[config.mk]
export PLATFORM = sky130hd
export DESIGN_NAME = bit_scan16
export DESIGN_NICKNAME = d
export VERILOG_FILES = /design/src/rtl/bit_scan16.sv
export SDC_FILE = /design/constraint.sdc
export NUM_CORES = 1
export LEC_CHECK = 0
export BUFFER_PORTS_ARGS = -buffer_cell sky130_fd_sc_hd__buf_4
export CAP_MARGIN = 10
export CELL_PAD_IN_SITES_DETAIL_PLACEMENT = 0
export CELL_PAD_IN_SITES_GLOBAL_PLACEMENT = 1
export CORE_ASPECT_RATIO = 0.75
export CORE_MARGIN = 8
export CORE_UTILIZATION = 40
export CTS_CLUSTER_SIZE = 25
export DETAILED_ROUTE_END_ITERATION = 8
export GPL_TIMING_DRIVEN = 0
export HOLD_SLACK_MARGIN = 0.08
export PLACE_DENSITY = 0.9
export SETUP_SLACK_MARGIN = 0.3
export SLEW_MARGIN = 10
export SYNTH_ARGS = -nofsm -noshare
export SYNTH_HDL_FRONTEND = slang
export SYNTH_SLANG_ARGS = --single-unit
[constraint.sdc]
create_clock -name clk -period 3.5 [get_ports clk]
set_input_delay 0 -clock clk [delete_from_list [all_inputs] [get_ports clk]]
set_output_delay 0 -clock clk [all_outputs]
set_load 0.05 [all_outputs]
[src/rtl/bit_scan16.sv]
// rtl/bit_scan16.sv - decomposes a 16-bit mask into its set-bit indices, LSB first
//
// Ports:
//   clk, reset            rising-edge clock, synchronous active-high reset
//   in_valid/in_ready     mask handshake; in_ready only while IDLE
//   in_mask               mask to decompose
//   out_valid/out_ready   index handshake; out_valid only while EMIT
//   out_index, out_last   lowest set bit of the remainder, and "final bit" flag
//   empty                 one-cycle pulse after a zero mask is accepted
//   set_count             popcount of the last accepted mask
//   busy                  high while EMIT

module bit_scan16 #(
    parameter int WIDTH = 16
) (
    input  logic             clk,
    input  logic             reset,
    input  logic             in_valid,
    output logic             in_ready,
    input  logic [WIDTH-1:0] in_mask,
    output logic             out_valid,
    input  logic             out_ready,
    output logic [3:0]       out_index,
    output logic             out_last,
    output logic             empty,
    output logic [4:0]       set_count,
    output logic             busy
);

    typedef enum logic {
        IDLE = 1'b0,
        EMIT = 1'b1
    } state_t;

    state_t           state;
    logic [WIDTH-1:0] remainder;

    logic [4:0]       mask_pop;
    logic [3:0]       low_index;
    logic             single_bit;
    logic [WIDTH-1:0] remainder_cleared;

    always_comb begin
        mask_pop = 5'd0;
        for (int i = 0; i < WIDTH; i++) begin
            mask_pop = mask_pop + {4'd0, in_mask[i]};
        end
    end

    // Scan from the top down so the last hit written is the lowest set bit.
    always_comb begin
        low_index = 4'd0;
        for (int i = WIDTH - 1; i >= 0; i--) begin
            if (remainder[i]) begin
                low_index = i[3:0];
            end
        end
    end

    // x & (x - 1) drops the lowest set bit; a zero result means x had one bit.
    assign remainder_cleared = remainder & (remainder - WIDTH'(1));
    assign single_bit        = (remainder != '0) && (remainder_cleared == '0);

    assign in_ready  = (state == IDLE);
    assign busy      = (state == EMIT);
    assign out_valid = busy;
    assign out_index = busy ? low_index : 4'd0;
    assign out_last  = busy && single_bit;

    always_ff @(posedge clk) begin
        if (reset) begin
            state     <= IDLE;
            remainder <= '0;
            set_count <= 5'd0;
            empty     <= 1'b0;
        end else begin
            empty <= 1'b0;
            case (state)
                IDLE: begin
                    if (in_valid) begin
                        remainder <= in_mask;
                        set_count <= mask_pop;
                        if (in_mask == '0) begin
                            empty <= 1'b1;
                        end else begin
                            state <= EMIT;
                        end
                    end
                end
                EMIT: begin
                    if (out_ready) begin
                        remainder <= remainder_cleared;
                        if (single_bit) begin
                            state <= IDLE;
                        end
                    end
                end
                default: state <= IDLE;
            endcase
        end
    end

endmodule

==> flow_metrics.tcl, run 1 <==
set metrics [dict create \
    holdWs_ns 0.104 \
    syn_to_final_growth_pct 29.2 \
    clk_latency_ns 0.26 \
    initial_core_util_pct 40.8 \
    antenna_found_initial 0 \
    hold_path_depth 4 \
    cp_max_fo 3 \
    syn_area_um2 1780 \
    diodes 0 \
    synth_top_family_by_area "compound AO/OA/AOI/OAI gates" \
    worst_setup_path_start_kind "primary input" \
    globalplace.congestion 0.812 \
    drc_errors 0 \
    crit_family "adder cells" \
    io_pins 34 \
    clock_tree.buffer_depth 2 \
    rows 21 \
    end_kind "register" \
    rrSetupSlack_ns 1.44 \
    slew_viol_final 0 \
    final_hold_viol_count 0 \
    cts_buffers 3 \
    netSwitchingPower_w 0.000474 \
    n_fill_cell 428 \
    max_cap_violations 0 \
    hpwl_um 4040 \
    synth_area_per_cell_um2 7.84 \
    gr-total-overflow 0 \
    vias_per_cell 5.40 \
    htree_levels 1 \
    synth-simple-area-share_pct 23.2 \
    cts_tree "built" \
    grt_usage_pct 15.4 \
    share_seq_of_total_power_pct 29.8 \
    root_buffer "clkbuf_8" \
    postRouteAntennaNets 0 \
    synth-compound-area-share_pct 24.6 \
    max_freq_ghz 0.333 \
    fin_tns_setup_ns 0 \
    p_int_w 0.000613 \
    yosys-top-cells-area "dfxtp_1 26%, fa_1 11%, a21oi_1 7.3%" \
    holdPathEnd "empty" \
    pwr-share-comb_pct 54.8 \
    grt_pass1_vias 1722 \
    slowest_stage "fa_1" \
    clock_sinks 23 \
    crit_buf_inv 5 \
    grt_first_pass_wirelength_um 8450 \
    yosysWarningCount 0 \
    p_clk_share_pct 15.4 \
    drt_first_pass_iters 4 \
    maxSlewHeadroom_pct 52.9 \
    synthMuxAreaShare_pct 1.13 \
    path_cells "dlygate4sd3_1, buf_4, inv_1, fa_1, fa_1, fa_1, inv_1, ha_1, inv_1, fa_2, nor2b_2, nor2_1, o21ai_0, a21oi_1" \
    io_buffer_count 33 \
    critPathMaxStageDelay_ns 0.55 \
    synthCells 227 \
    synth_nets 263 \
    worstSetupPathType "primary input to register" \
    synth_seq_area_share_pct 25.9 \
    run_status "finished clean" \
    post_cts_buffers 0 \
    ir_drop_uv 206 \
    wl_um 5210 \
    synth_fa_ha_area_share_pct 16.0 \
    grt_max_degree 13 \
    crit_arrival_ns 3.14 \
    final_common_cell "buf_4" \
    synth-edff-count 0 \
    synth_top_area_cell "dfxtp_1" \
    die_x_um 93.0 \
    final_cell_mix "34 x buf_4, 31 x inv_1, 26 x a21oi_1" \
    die_h_um 73.8 \
    rsz0062_at_grt "no" \
    period_share_pct 85.8 \
    worstMarginPinSlew_ns 0.706 \
    cp.required_ns 3.64 \
    r2r_end "busy" \
    synth-seq-cells 23 \
    num_vias 1813 \
    layout.nets 316 \
    r2r-start "remainder[1]" \
    placeableCoreArea_um2 4360 \
    power.density_nw_per_um2 473 \
    async_reset_ff_share_pct 0 \
    swShare_pct 43.6 \
    fin_crit_ns 3.00 \
    min_path_type "primary input to register" \
    r2r_cells 7 \
    drive_above_1_share_pct 18.3 \
    synthXorXnorAreaFrac_pct 0.492 \
    leakage_nw 1.01 \
    setup_violations 0 \
    first_iter_violations 140 \
    skew_ns 0.00446 \
    wire_per_inst_um 15.5 \
    hp-start "in_mask[7]" \
    ys.flop_type "dfxtp_1" \
    synthDistinctLibCells 50 \
    synth_top_area_share_pct 25.9 \
    clkTransAtPathRegs_ns 0.08 \
    die_area_um2 6860 \
]
==> cell families (layout without fill, tap and decap cells) <==
logic type      count (synthesis)  after routing
simple gates                   77             77
compound gates                 67             67
flops                          23             23
fa+ha+maj                      17             17
mux                             2              2
buf+inv                        40             92
xor+xnor                        1              1
==> what timing repair did <==
item,CTS,global route
resized for setup,0,2
setup endpoints to repair,0,1
endpoints found under the hold margin,16,0
hold buffers,15,0
==> tightest hold or removal path: stages <==
cell	delay, ns
buf_4	0.10
nor4_1	0.05
nand4_1	0.12
nor3_1	0.06
==> power groups by stage <==
| stage | Combinational (W) | Sequential [W] | Clock [W] |
|---|---|---|---|
| after detailed placement | 0.000562 | 0.000329 | 0 |
| after global routing | 0.000659 | 0.000328 | 0.000186 |
| final | 0.000595 | 0.000324 | 0.000167 |
| after floorplan | 0.000367 | 0.000373 | 0 |
| after CTS | 0.000579 | 0.000323 | 0.000169 |
| after global placement | 0.000554 | 0.000328 | 0 |
==> per-stage QoR <==
stage               cells  setup slack, ns  area (um^2)  util [%]  total power [W]
global placement      317            0.201         2100      48.1         0.000883
global route          336            0.337         2300      52.7          0.00117
detailed placement    317            0.156         2100      48.1         0.000891
CTS                   336            0.431         2290      52.6          0.00107
finish                336            0.496         2300      52.7          0.00109
floorplan             227            0.449         1780         -         0.000740
==> per-layer routing <==
| layer | track usage (%) | wire length, um |
|---|---|---|
| met3 | 4.08 | 264 |
| met5 | 0 | 0 |
| met2 | 23.8 | 2320 |
| met4 | 1.07 | 4 |
| met1 | 21.6 | 2610 |
==> flip-flops by register name, indices dropped and copies added, names as in the netlist <==
register	count
remainder	16
set_count	5
busy	1
empty	1
==> worst max-delay path by stage <==
stage / startpoint / to / slack [ns] / cells past startpoint
global route: in_mask[0] / set_count[3] / 0.34 / 13
finish: in_mask[10] / set_count[2] / 0.50 / 14
global placement: in_mask[0] / set_count[2] / 0.20 / 14
floorplan: in_mask[0] / set_count[3] / 0.45 / 12
CTS: in_mask[10] / set_count[2] / 0.43 / 14
detailed placement: in_mask[0] / set_count[2] / 0.16 / 14
==> Yosys cell counts, types with 3 or more instances <==
cell	count
a211oi_1	3
a21oi_1	26
a22oi_1	4
clkbuf_1	7
dfxtp_1	23
fa_1	10
ha_1	6
inv_1	31
nand2_1	22
nor2_1	25
nor2b_1	3
nor3_1	6
o21ai_0	5
o21ai_1	8
==> area by class of cell <==
| type | count | area, um^2 | area share, % |
|---|---|---|---|
| plain buffers | 8 | 33.8 | 1.47 |
| clock buffers | 4 | 45.0 | 1.96 |
| inverters | 32 | 120 | 5.23 |
| multi-input cells | 164 | 1170 | 50.9 |
| flip-flops and latches | 23 | 460 | 20.0 |
| well taps | 57 | 71.3 | 3.10 |
| repair buffers | 48 | 398 | 17.3 |
(Power assumes the default switching activity.)
==> inputs of run 2 (changes only) <==
--- a/config.mk
+++ b/config.mk
@@ -5,6 +5,7 @@
 export SDC_FILE = /design/constraint.sdc
 export NUM_CORES = 1
 export LEC_CHECK = 0
+export ABC_AREA = 1
 export BUFFER_PORTS_ARGS = -buffer_cell sky130_fd_sc_hd__buf_4
 export CAP_MARGIN = 10
 export CELL_PAD_IN_SITES_DETAIL_PLACEMENT = 0
@@ -16,7 +17,7 @@
 export DETAILED_ROUTE_END_ITERATION = 8
 export GPL_TIMING_DRIVEN = 0
 export HOLD_SLACK_MARGIN = 0.08
-export PLACE_DENSITY = 0.9
+export PLACE_DENSITY = 0.91
 export SETUP_SLACK_MARGIN = 0.3
 export SLEW_MARGIN = 10
 export SYNTH_ARGS = -nofsm -noshare
==> flow_metrics.tcl, run 2 <==
set metrics [dict create \
    run_status "finished clean" \
    cts_resized 0 \
    htree_levels 1 \
    gr-total-overflow 0 \
    pwr-share-comb_pct 54.9 \
    grt_pass1_vias 1913 \
    holdPathEnd "remainder[6]" \
    worstMarginPinSlew_ns 0.522 \
    dpl_cell_area_um2 2260 \
    clkTransAtPathRegs_ns 0.09 \
    setup_violations 0 \
    ys.flop_type "dfxtp_1" \
    die_h_um 76.3 \
    worst_setup_path_start_kind "primary input" \
    grt_first_pass_wirelength_um 8970 \
    diodes 0 \
    min_path_type "primary input to register" \
    max_cap_violations 0 \
    post_cts_buffers 0 \
    grt_usage_pct 15.0 \
    async_reset_ff_share_pct 0 \
    io_buffer_count 33 \
    final_hold_viol_count 0 \
    drive_above_1_share_pct 22.0 \
    final_common_cell "nand2_1" \
    netlist_top_cells_count "61 x nand2_1, 48 x inv_1, 23 x dfxtp_1, 23 x o21ai_0" \
    synth-edff-count 0 \
    cts_tree "built" \
    synth_area_per_cell_um2 6.95 \
    drt_first_pass_iters 4 \
    netSwitchingPower_w 0.000509 \
    cp.required_ns 3.72 \
    yosysWarningCount 0 \
    clock_tree.buffer_depth 2 \
    top_regs "remainder (16), set_count (5)" \
    placeableCoreArea_um2 4790 \
    final_cell_mix "61 x nand2_1, 48 x inv_1, 35 x buf_4" \
    p_int_w 0.000605 \
    hpwl_um 4310 \
    top_register "remainder" \
    yosysMostFrequentCell "nand2_1" \
    rrSetupSlack_ns 1.94 \
    yosys-top-cells-area "dfxtp_1 24%, nand2_1 12%, fa_1 10%" \
    clock_sinks 23 \
    cts_buffers 3 \
    instances_no_fill 392 \
    wire_per_inst_um 13.5 \
    synth_seq_area_share_pct 23.7 \
    power.density_nw_per_um2 452 \
    p_clk_share_pct 15.9 \
    rows 22 \
    synth_top_area_share_pct 23.7 \
    worstSetupPathType "primary input to register" \
    fin_crit_ns 2.96 \
    clk_latency_ns 0.27 \
    hold_path_depth 5 \
    antenna_found_initial 0 \
    synthCells 279 \
    grt_max_degree 14 \
    io_pins 34 \
    synth_top_area_cell "dfxtp_1" \
    end_kind "register" \
    ir_drop_uv 316 \
    hp-start "in_mask[6]" \
    max_freq_ghz 0.337 \
    num_vias 1911 \
    rsz0062_at_grt "no" \
    syn_area_um2 1940 \
    initial_core_util_pct 40.5 \
    globalplace.congestion 0.857 \
    synthDistinctLibCells 36 \
    r2r_cells 9 \
    slew_viol_final 0 \
    wl_um 5280 \
    crit_arrival_ns 3.18 \
    cp_max_fo 3 \
    period_share_pct 84.7 \
    swShare_pct 45.7 \
    synth-seq-cells 23 \
    largest_reg_flops 16 \
    vias_per_cell 4.88 \
    drc_errors 0 \
    layout.nets 369 \
    die_x_um 96.4 \
    skew_ns 0.00298 \
    r2r-start "busy" \
    die_area_um2 7360 \
    leakage_nw 1.24 \
    final_area_um2 2470 \
    place_inst 372 \
    synth_nets 315 \
    postRouteAntennaNets 0 \
    r2r_end "remainder[4]" \
    share_seq_of_total_power_pct 29.2 \
    root_buffer "clkbuf_8" \
    first_iter_violations 118 \
    maxSlewHeadroom_pct 65.2 \
    fin_util_pct 51.5 \
    syn_to_final_growth_pct 27.3 \
    fin_tns_setup_ns 0 \
]
[run 2: changes by cell type after synthesis, moves of 5 or more]
cell | previous run | this run
o211ai_1 | 2 | 9
nor2_2 | 0 | 5
a21oi_1 | 26 | 16
inv_2 | 1 | 6
inv_1 | 31 | 48
nor2_1 | 25 | 16
nand2_1 | 22 | 61
nand3_1 | 2 | 9
clkbuf_1 | 7 | 2
o21ai_0 | 5 | 23
[run 2: logic make-up (layout without fill, tap and decap cells)]
kind of cell / Yosys count / in the layout / synth area share, %
compound gates: 64 / 64 / 19.2
xor+xnor: 1 / 1 / 0.452
fa+ha+maj: 16 / 16 / 14.2
buf+inv: 66 / 119 / 14.5
flops: 23 / 23 / 23.7
simple gates: 109 / 109 / 27.9
[run 2: per-stage QoR]
stage	hold slack [ns]	power, W	setup WS (ns)
floorplan	0.0624	0.000783	0.528
global placement	0.234	0.000924	0.274
detailed placement	0.237	0.000934	0.286
CTS	0.0842	0.00112	0.542
global route	0.107	0.00121	0.377
finish	0.0838	0.00111	0.537
[run 2: power groups by stage]
| stage | clock, W | combinational, W | sequential (W) |
|---|---|---|---|
| 6_report | 0.000177 | 0.000612 | 0.000326 |
| 5_1_grt | 0.000186 | 0.000693 | 0.000330 |
| 2_1_floorplan | 0 | 0.000412 | 0.000371 |
| 3_3_place_gp | 0 | 0.000594 | 0.000330 |
| 4_1_cts | 0.000183 | 0.000617 | 0.000325 |
| 3_5_place_dp | 0 | 0.000603 | 0.000331 |
[run 2: cell type report]
class	instances	area [um^2]
fill	490	2320
clock inverter	1	5.00
inverter	59	236
tap	60	75.1
timing repair buffer	49	408
sequential	23	460
buffer	7	43.8
multi-input combinational	190	1200
clock buffer	3	41.3
[run 2: timing repair]
action / in CTS / in global routing
endpoints found under the hold margin: 14 / 0
hold buffers: 16 / 0
endpoints found under the setup margin: 0 / 0
[run 2: worst max-delay path by stage]
stage,startpoint,to,slack [ns],depth (start not counted)
5_1_grt,in_mask[14],set_count[2],0.38,12
6_report,in_mask[14],set_count[4],0.54,13
3_5_place_dp,in_mask[0],set_count[3],0.29,13
3_3_place_gp,in_mask[0],set_count[3],0.27,13
2_1_floorplan,in_mask[0],set_count[3],0.53,12
4_1_cts,in_mask[14],set_count[3],0.54,13
[run 2: routing by layer]
metal,up-vias,GRT usage [%],part of all wire [%]
met4,0,1.36,0.19
li1,990,-,-
met5,-,0,0
met3,2,3.15,4.4
met2,40,23.5,46
met1,879,21.0,49
[run 2: critical path, stage by stage]
cell and delay, ns:
dlygate4sd3_1 0.52, buf_4 0.12, inv_1 0.05, fa_1 0.50, fa_1 0.54, fa_1 0.41
inv_1 0.06, ha_1 0.17, inv_1 0.06, fa_1 0.40, nor2_1 0.12, o211ai_1 0.09
a21oi_1 0.12
